<file path="config.mk">
export PLATFORM = sky130hd
export DESIGN_NAME = fwd_ctrl
export DESIGN_NICKNAME = d
export VERILOG_FILES = /design/src/rtl/fwd_ctrl.sv
export SDC_FILE = /design/constraint.sdc
export NUM_CORES = 1
export LEC_CHECK = 0
export ABC_CLOCK_PERIOD_IN_PS = 5240
export CAP_MARGIN = 20
export CELL_PAD_IN_SITES_DETAIL_PLACEMENT = 1
export CELL_PAD_IN_SITES_GLOBAL_PLACEMENT = 1
export CORE_AREA = 2 2 61 51
export DETAILED_ROUTE_END_ITERATION = 8
export DIE_AREA = 0 0 63 53
export MAX_ROUTING_LAYER = met4
export PLACE_DENSITY_LB_ADDON = 0.1
export SLEW_MARGIN = 20
export SYNTH_ARGS = -nofsm -noshare
export SYNTH_HDL_FRONTEND = slang
export SYNTH_SLANG_ARGS = --single-unit
</file>
<file path="constraint.sdc">
create_clock -name clk -period 5.24 [get_ports clk]
set_input_delay 1.048 -clock clk [delete_from_list [all_inputs] [get_ports clk]]
set_output_delay 1.048 -clock clk [all_outputs]
set_load 0.02 [all_outputs]
</file>
<file path="src/rtl/fwd_ctrl.sv">
// Forwarding / load-use stall controller for the 6-stage MIPS pipeline (ID -> EX operand selects).
// Optional build macro FWD_STATS_EN adds saturating stall_cycles / fwd_events counters.
module fwd_ctrl #(
    parameter int REG_AW     = 5,
    parameter int LOAD_STALL = 1
) (
    input  logic              clk,
    input  logic              rst_n,
    input  logic              id_valid,
    input  logic [REG_AW-1:0] id_rs,
    input  logic [REG_AW-1:0] id_rt,
    input  logic              id_use_rs,
    input  logic              id_use_rt,
    input  logic [REG_AW-1:0] id_rd,
    input  logic              id_wr_en,
    input  logic              id_is_load,
    input  logic              flush,
    output logic              stall,
    output logic              ex_valid,
    output logic [1:0]        sel_a,
    output logic [1:0]        sel_b
`ifdef FWD_STATS_EN
    ,
    output logic [31:0]       stall_cycles,
    output logic [31:0]       fwd_events
`endif
);

    typedef struct packed {
        logic              valid;
        logic [REG_AW-1:0] rd;
        logic              wr_en;
        logic              is_load;
    } ex_slot_t;

    // MEM forwarding never cares whether the producer was a load.
    typedef struct packed {
        logic              valid;
        logic [REG_AW-1:0] rd;
        logic              wr_en;
    } mem_slot_t;

    ex_slot_t  ex_q, ex_d;
    mem_slot_t mem_q;
    logic [1:0] cnt_q, cnt_d;
    logic [1:0] sel_a_d, sel_b_d;
    logic hit_ex_a, hit_ex_b, hit_mem_a, hit_mem_b;
    logic load_use, adv;

    function automatic logic src_hit(input logic use_src, input logic vld, input logic wr,
                                     input logic [REG_AW-1:0] rd, input logic [REG_AW-1:0] src);
        return use_src & vld & wr & (rd == src) & (src != '0);
    endfunction

    function automatic logic [1:0] pick(input logic h_ex, input logic ex_ld, input logic h_mem);
        if (h_ex && !ex_ld) return 2'd1;
        else if (h_mem)     return 2'd2;
        else                return 2'd0;
    endfunction

    always_comb begin
        hit_ex_a  = src_hit(id_use_rs, ex_q.valid, ex_q.wr_en, ex_q.rd, id_rs);
        hit_ex_b  = src_hit(id_use_rt, ex_q.valid, ex_q.wr_en, ex_q.rd, id_rt);
        hit_mem_a = src_hit(id_use_rs, mem_q.valid, mem_q.wr_en, mem_q.rd, id_rs);
        hit_mem_b = src_hit(id_use_rt, mem_q.valid, mem_q.wr_en, mem_q.rd, id_rt);
        load_use  = id_valid & ex_q.is_load & (hit_ex_a | hit_ex_b);
        stall     = (cnt_q != 2'd0) | ((cnt_q == 2'd0) & load_use);
        adv       = id_valid & ~stall & ~flush;

        ex_d    = '0;
        sel_a_d = 2'd0;
        sel_b_d = 2'd0;
        if (adv) begin
            ex_d    = '{valid: 1'b1, rd: id_rd, wr_en: id_wr_en, is_load: id_is_load};
            sel_a_d = pick(hit_ex_a, ex_q.is_load, hit_mem_a);
            sel_b_d = pick(hit_ex_b, ex_q.is_load, hit_mem_b);
        end

        cnt_d = cnt_q;
        if (flush)                 cnt_d = 2'd0;
        else if (cnt_q != 2'd0)    cnt_d = cnt_q - 2'd1;
        else if (load_use)         cnt_d = 2'(LOAD_STALL - 1);
    end

    always_ff @(posedge clk or negedge rst_n) begin
        if (!rst_n) begin
            ex_q     <= '0;
            mem_q    <= '0;
            cnt_q    <= 2'd0;
            ex_valid <= 1'b0;
            sel_a    <= 2'd0;
            sel_b    <= 2'd0;
        end else begin
            ex_q     <= ex_d;
            mem_q    <= '{valid: ex_q.valid, rd: ex_q.rd, wr_en: ex_q.wr_en};
            cnt_q    <= cnt_d;
            ex_valid <= adv;
            sel_a    <= sel_a_d;
            sel_b    <= sel_b_d;
        end
    end

`ifdef FWD_STATS_EN
    always_ff @(posedge clk or negedge rst_n) begin
        if (!rst_n) begin
            stall_cycles <= '0;
            fwd_events   <= '0;
        end else begin
            if (stall && stall_cycles != '1)
                stall_cycles <= stall_cycles + 32'd1;
            if ((sel_a_d != 2'd0 || sel_b_d != 2'd0) && fwd_events != '1)
                fwd_events <= fwd_events + 32'd1;
        end
    end
`endif

endmodule

</file>
==> out/qor.csv, run 1 <==
stage,metric,value,unit
global_route,GR Util met3,4.468,%
route,number of design rule violations left after detail routing,0,
floorplan,effective utilization at floorplan,35.99,%
clock_tree,total of cells resized after clock tree synthesis,0,
timing,Setup TNS Final,0,ns
critical_path,cell type of the slowest stage on the worst timing path,or4_1,
power,power density relative to cell area,220.5,nW/um^2
clock_tree,Root Buffer,clkbuf_4,
hold_path,number of stages on the worst hold path,0,
yosys,Area contributors post-synth,"dfrtp_1 54%, xor2_1 11%, xnor2_1 7.2%",
global_route,layer with the highest usage after global routing,met2,
critical_path,"Largest delay share family, worst path",buffers and inverters,
critical_path,critical path arrival,3.43,ns
critical_path,CP Max Fanout,11,
final_layout,most frequent standard cell in the layout excluding fill and tap cells,clkdlybuf4s50_1,
route,post-detailed-route wirelength per cell,13.37,um
timing,RSZ-0062 raised after global routing,false,
yosys,cell taking the most area after synthesis,dfrtp_1,
timing,shortest period the worst path allows,4.482,ns
clock_tree,total number of H-tree levels,1,
clock_tree,# hold bufs at CTS,0,
global_route,initial antenna violation count,0,
clock_tree,Clock Sink Count,21,
floorplan,die height,53,um
global_route,vias in the first global route,726,
final_layout,layout filler cell count,320,
critical_path,Worst Setup End Kind,output pin,
final_layout,storage element area,525.5,um^2
yosys,number of nets in the synthesized netlist,112,
yosys,sequential share of the synthesized area,54.05,%
clock_tree,TritonCTS Buffers,3,
critical_path,classification of the worst setup path,input pin to output pin,
route,vias per std cell,4.614,
clock_tree,CTS tree,yes,
timing,slew of the pin with the lowest slew margin,0.8989,ns
global_route,global route total overflow,0,
yosys,distinct cell type count of the synthesized netlist,20,
floorplan,area of the die,3339,um^2
final_layout,area growth from synthesis to final layout,35.26,%
route,count of nets left with antenna violations after detail routing,0,
timing,final setup skew,0.008019,ns
yosys,share of Yosys cell area claimed by the top area cell type,54.05,%
route,wire length reported by the detailed router,2113,um
final_layout,diode count,0,
placement,total of buffers placed on input and output ports,28,
critical_path,element type at the critical path start,input pin,
final_layout,number of nets at the end of the flow,144,
floorplan,die extent in x,63,um
critical_path,number of buffers and inverters on the critical path,2,
critical_path,required time of the critical path,4.19,ns
clock_tree,Clock Pin Slew Worst Setup and Hold Paths,0.11,ns
run_status,run status,"complete, no violations",
floorplan,row cnt,17,
timing,number of setup violations in the final report,0,
clock_tree,clock insertion delay at the later pin of the skew report,0.30,ns
route,DR vias,729,
critical_path,Most Frequent Cell on Critical Path,clkdlybuf4s50_1,
hold_path,hold crit path type,register to register,
final_layout,share of final-layout standard cells stronger than drive strength 1,7.500,%
placement,placed wire-length estimate after detailed placement,1759,um
critical_path,CP cell instances,"clkdlybuf4s50_1, or4_1, o21ai_2, nand4b_2, a21oi_2, a211o_2, clkdlybuf4s50_1",
timing,final hold violation count,0,
floorplan,number of top-level pins,29,
placement,last weighted congestion value of the routability-driven placer,0.7895,
critical_path,CP peak stage delay,0.56,ns
floorplan,core footprint,2701,um^2
yosys,warnings from Yosys,0,
yosys,post-synthesis cell count,89,
yosys,cell area after synthesis,972.2,um^2
global_route,all-layer global routing usage,14.59,%
route,number of optimization iterations in the first detailed-route pass,3,
route,first-iteration detailed-routing DRC count,13,
timing,post-route clock period utilization,85.53,%
timing,Max Transition Viols Final,0,
yosys,synthesized area divided by synthesized cell count,10.92,um^2
global_route,GRT met2 Usage,24.47,%
final_layout,multi-input gate area in the final layout,435.4,um^2
power,total leakage power,0.5824,nW
timing,remaining max-slew budget at the tightest pin,39.89,%
critical_path,path depth of the worst reg2reg path,5,
yosys,"FF+latch count, synth",21,
timing,hold_ws,0.4116,ns
clock_tree,maximum clock insertion buffer count,2,
critical_path,number of logic stages on the critical path including buffering,7,
final_layout,"top library cells by usage in the layout, fill and taps aside","28 x clkdlybuf4s50_1, 21 x dfrtp_1, 14 x nor2_1",
timing,maximum achievable frequency,0.2231,GHz
power,Peak VDD IR,130.3,uV
clock_tree,total setup buffers inserted after CTS,0,
global_route,global-route met1 utilization,17.58,%
global_route,wire length of the first global-routing pass,3553,um
global_route,largest net degree at the start of global routing,22,
flow_run,max-cap check violation count,0,
==> area by class of cell <==
cell class	count	share of cell area, %
clock buffer	4	1.998
multi-input combinational	67	33.11
sequential	21	39.96
tap	38	3.616
timing repair buffer	28	21.31
==> final timing paths <==
kind | slack [ns] | from | to
setup / recovery | 0.76 | id_rs[0] | stall
hold / removal | 0.41 | ex_q[1] | mem_q[0]
setup reg to reg | 3.49 | ex_q[5] | ex_q[7]
hold reg to reg | 0.41 | ex_q[1] | mem_q[0]
max in group asynchronous | 3.44 | rst_n | ex_q[7]
min in group asynchronous | 1.25 | rst_n | mem_q[6]
==> per-layer routing <==
layer	share of wire, %	vias to the layer above
met4	0.66	0
met3	4.4	2
li1	-	362
met1	47	348
met2	48	17
met5	0	-
==> flip-flops by register name, indices dropped and copies added, names as in the netlist <==
register and flops:
mem_q 7, sel_a 2, ex_q 8, sel_b 2
cnt_q 2
==> cells by family (layout without fill, tap and decap cells) <==
group | count (synthesis) | count (layout) | share of synthesized area, %
and+or+nand+nor | 43 | 43 | 23.17
AOI/OAI and AO/OA | 4 | 4 | 3.604
buffers and inverters | 1 | 32 | 1.158
DFF | 21 | 21 | 54.05
xor gates and xnor gates | 20 | 20 | 18.02
==> worst register-to-register path: stages, from the launching register on <==
cell and delay [ns]:
dfrtp_1 0.45, xor2_1 0.18, nor2_1 0.16, nand4_1 0.16, a21oi_2 0.43, and2b_2 0.27
==> synthesized netlist by cell type, drive strengths merged <==
| cell | instances |
|---|---|
| nor4 | 1 |
| nand4b | 1 |
| o21ai | 1 |
| a21oi | 1 |
| a211o | 1 |
| xor2 | 12 |
| and3b | 1 |
| nand4 | 3 |
| nand3 | 5 |
| nand2 | 10 |
| or4 | 2 |
| nor3b | 1 |
| o21a | 1 |
| nor3 | 3 |
| and2b | 1 |
| nor2 | 14 |
| buf | 1 |
| dfrtp | 21 |
| nor4b | 1 |
| xnor2 | 8 |
==> metrics by stage <==
| stage | power, W | area, um^2 | worst slack, ns | instances | utilization, % |
|---|---|---|---|---|---|
| after floorplan | 0.0001912 | 972.2 | 1.891 | 89 | - |
| after global placement | 0.0002186 | 1289 | 0.7567 | 154 | 47.71 |
| after detailed placement | 0.0002199 | 1289 | 0.7550 | 154 | 47.71 |
| after CTS | 0.0002961 | 1315 | 0.7389 | 158 | 48.68 |
| after global routing | 0.0003062 | 1315 | 0.6446 | 158 | 48.68 |
| final | 0.0002900 | 1315 | 0.7584 | 158 | 48.68 |
==> where the power goes <==
part           leakage [nW]  internal (W)   total, W  switching [W]
registers             0.285      0.000167   0.000171     0.00000450
logic                 0.283     0.0000255  0.0000448      0.0000193
clock network        0.0150     0.0000296  0.0000741      0.0000445
total                 0.582      0.000222   0.000290      0.0000683
Power figures use the tool's default switching activity.
==> run 2, diff against run 1 <==
- TNS_END_PERCENT: not set -> 5
==> results of run 2 <==
The final DEF is identical to that of run 1; final timing and power are the same.
==> run 3, diff against run 2 <==
- CELL_PAD_IN_SITES_DETAIL_PLACEMENT: 1 -> 2
- CELL_PAD_IN_SITES_GLOBAL_PLACEMENT: 1 -> 2
- CORE_AREA: 2 2 61 51 -> 2 2 67 56
- DIE_AREA: 0 0 63 53 -> 0 0 69 58
- SETUP_SLACK_MARGIN: not set -> 0.2
==> run 3 against run 2 <==
Critical path depth unchanged. Sequential cell count unchanged. First-iteration DRC count down 38%. Sequential share of layout area down 0.71 points. Die area up 20%. Largest cell class unchanged. Largest power group unchanged.
==> out/qor.csv, run 3 (same netlist as run 1, synthesis figures left out) <==
stage,metric,value,unit
floorplan,number of top-level pins,29,
final_layout,diode count,0,
clock_tree,Root Buffer,clkbuf_8,
final_layout,share of final-layout standard cells stronger than drive strength 1,7.500,%
clock_tree,total of cells resized after clock tree synthesis,0,
clock_tree,clock insertion delay at the later pin of the skew report,0.26,ns
final_layout,most frequent standard cell in the layout excluding fill and tap cells,clkdlybuf4s50_1,
critical_path,classification of the worst setup path,input pin to output pin,
timing,post-route clock period utilization,85.66,%
hold_path,hold crit path type,register to register,
floorplan,effective utilization at floorplan,29.21,%
route,vias per std cell,4.728,
floorplan,die height,58,um
final_layout,area growth from synthesis to final layout,37.71,%
global_route,initial antenna violation count,0,
clock_tree,# hold bufs at CTS,0,
placement,placed wire-length estimate after detailed placement,1962,um
clock_tree,total setup buffers inserted after CTS,0,
timing,Max Transition Viols Final,0,
timing,RSZ-0062 raised after global routing,false,
global_route,largest net degree at the start of global routing,22,
route,first-iteration detailed-routing DRC count,8,
critical_path,element type at the critical path start,input pin,
power,cell internal pwr,0.0002462,W
route,number of optimization iterations in the first detailed-route pass,4,
timing,final setup skew,0.003215,ns
global_route,global route total overflow,0,
final_layout,Top reg by flops,ex_q,
power,sequential share of power,53.1,%
timing,hold_ws,0.4091,ns
timing,shortest period the worst path allows,4.488,ns
power,Peak VDD IR,83.98,uV
route,post-detailed-route wirelength per cell,15.07,um
timing,Setup TNS Final,0,ns
clock_tree,maximum clock insertion buffer count,2,
power,power density relative to cell area,240.5,nW/um^2
floorplan,die extent in x,69,um
clock_tree,Clock Pin Slew Worst Setup and Hold Paths,0.07,ns
global_route,vias in the first global route,862,
clock_tree,TritonCTS Buffers,3,
placement,last weighted congestion value of the routability-driven placer,0.7577,
route,DR vias,766,
timing,slew of the pin with the lowest slew margin,0.9036,ns
timing,number of setup violations in the final report,0,
critical_path,CP Max Fanout,11,
timing,remaining max-slew budget at the tightest pin,39.57,%
power,Clock Power Share,32.4,%
critical_path,critical path arrival,3.44,ns
power,combinational power share,14.4,%
final_layout,flip-flop count of the largest register after layout,8,
power,total leakage power,0.5901,nW
power,power dissipated by switching net loads,0.00007579,W
floorplan,area of the die,4002,um^2
timing,final hold violation count,0,
power,Switching Fraction,23.54,%
floorplan,core footprint,3328,um^2
final_layout,number of nets at the end of the flow,144,
critical_path,Worst Setup End Kind,output pin,
global_route,wire length of the first global-routing pass,4305,um
timing,maximum achievable frequency,0.2228,GHz
route,wire length reported by the detailed router,2442,um
final_layout,registers with the highest flip-flop counts,"ex_q x8, mem_q x7",
run_status,run status,"complete, no violations",
flow_run,max-cap check violation count,0,
placement,total of buffers placed on input and output ports,28,
critical_path,required time of the critical path,4.19,ns
floorplan,row cnt,19,
route,count of nets left with antenna violations after detail routing,0,
final_layout,"top library cells by usage in the layout, fill and taps aside","28 x clkdlybuf4s50_1, 21 x dfrtp_1, 14 x nor2_1",
clock_tree,CTS tree,yes,
route,number of design rule violations left after detail routing,0,
clock_tree,Clock Sink Count,21,
clock_tree,total number of H-tree levels,1,
global_route,all-layer global routing usage,14.37,%
[run 3: cell count changes in the layout (fill, tap and decap cells not counted)]
| cell | before | now |
|---|---|---|
| clkbuf_4 | 3 | 0 |
| clkbuf_8 | 0 | 3 |
[run 3: critical path: stages]
cell and delay (ns):
clkdlybuf4s50_1 0.47, or4_1 0.56, o21ai_2 0.15, nand4b_2 0.18, a21oi_2 0.15, a211o_2 0.35, clkdlybuf4s50_1 0.53
[run 3: stage by stage]
step	power, W	worst slack [ns]	area [um^2]	utilization, %	cells
3_3_place_gp	0.0002193	0.7496	1294	38.87	158
6_report	0.0003220	0.7516	1339	40.23	162
5_1_grt	0.0003389	0.6077	1339	40.23	162
2_1_floorplan	0.0001912	1.891	972.2	-	89
4_1_cts	0.0003269	0.7159	1339	40.23	162
3_5_place_dp	0.0002209	0.7153	1294	38.87	158
[run 3: area by class of cell]
class / instances / area, um^2
sequential: 21 / 525.5
clock buffer: 4 / 45.04
tap: 42 / 52.55
timing repair buffer: 28 / 280.3
fill: 367 / 1989
multi-input combinational: 67 / 435.4
[run 3: power groups by stage]
stage               combinational [W]  sequential, W  clock, W
floorplan                   0.0000177       0.000173         0
global placement            0.0000451       0.000174         0
detailed placement          0.0000464       0.000174         0
CTS                         0.0000474       0.000171  0.000108
global route                0.0000513       0.000172  0.000116
finish                      0.0000464       0.000171  0.000104
[run 3: per-layer routing]
| layer | global-route usage [%] | vias to the layer above | share of wire, % |
|---|---|---|---|
| li1 | - | 364 | - |
| met1 | 17.51 | 381 | 45 |
| met2 | 23.90 | 19 | 50 |
| met3 | 3.130 | 2 | 4.1 |
| met4 | 5.042 | 0 | 0.90 |
| met5 | - | - | 0 |
[run 3: path summary, 6_finish.rpt]
check	from	end	slack, ns	cells after the start
max reg2reg	ex_q[4]	ex_q[7]	3.44	5
max	id_rs[0]	stall	0.75	7
min	ex_q[1]	mem_q[0]	0.41	0
max in group asynchronous	rst_n	cnt_q[1]	3.39	1
min reg2reg	ex_q[1]	mem_q[0]	0.41	0
min in group asynchronous	rst_n	mem_q[2]	1.30	1
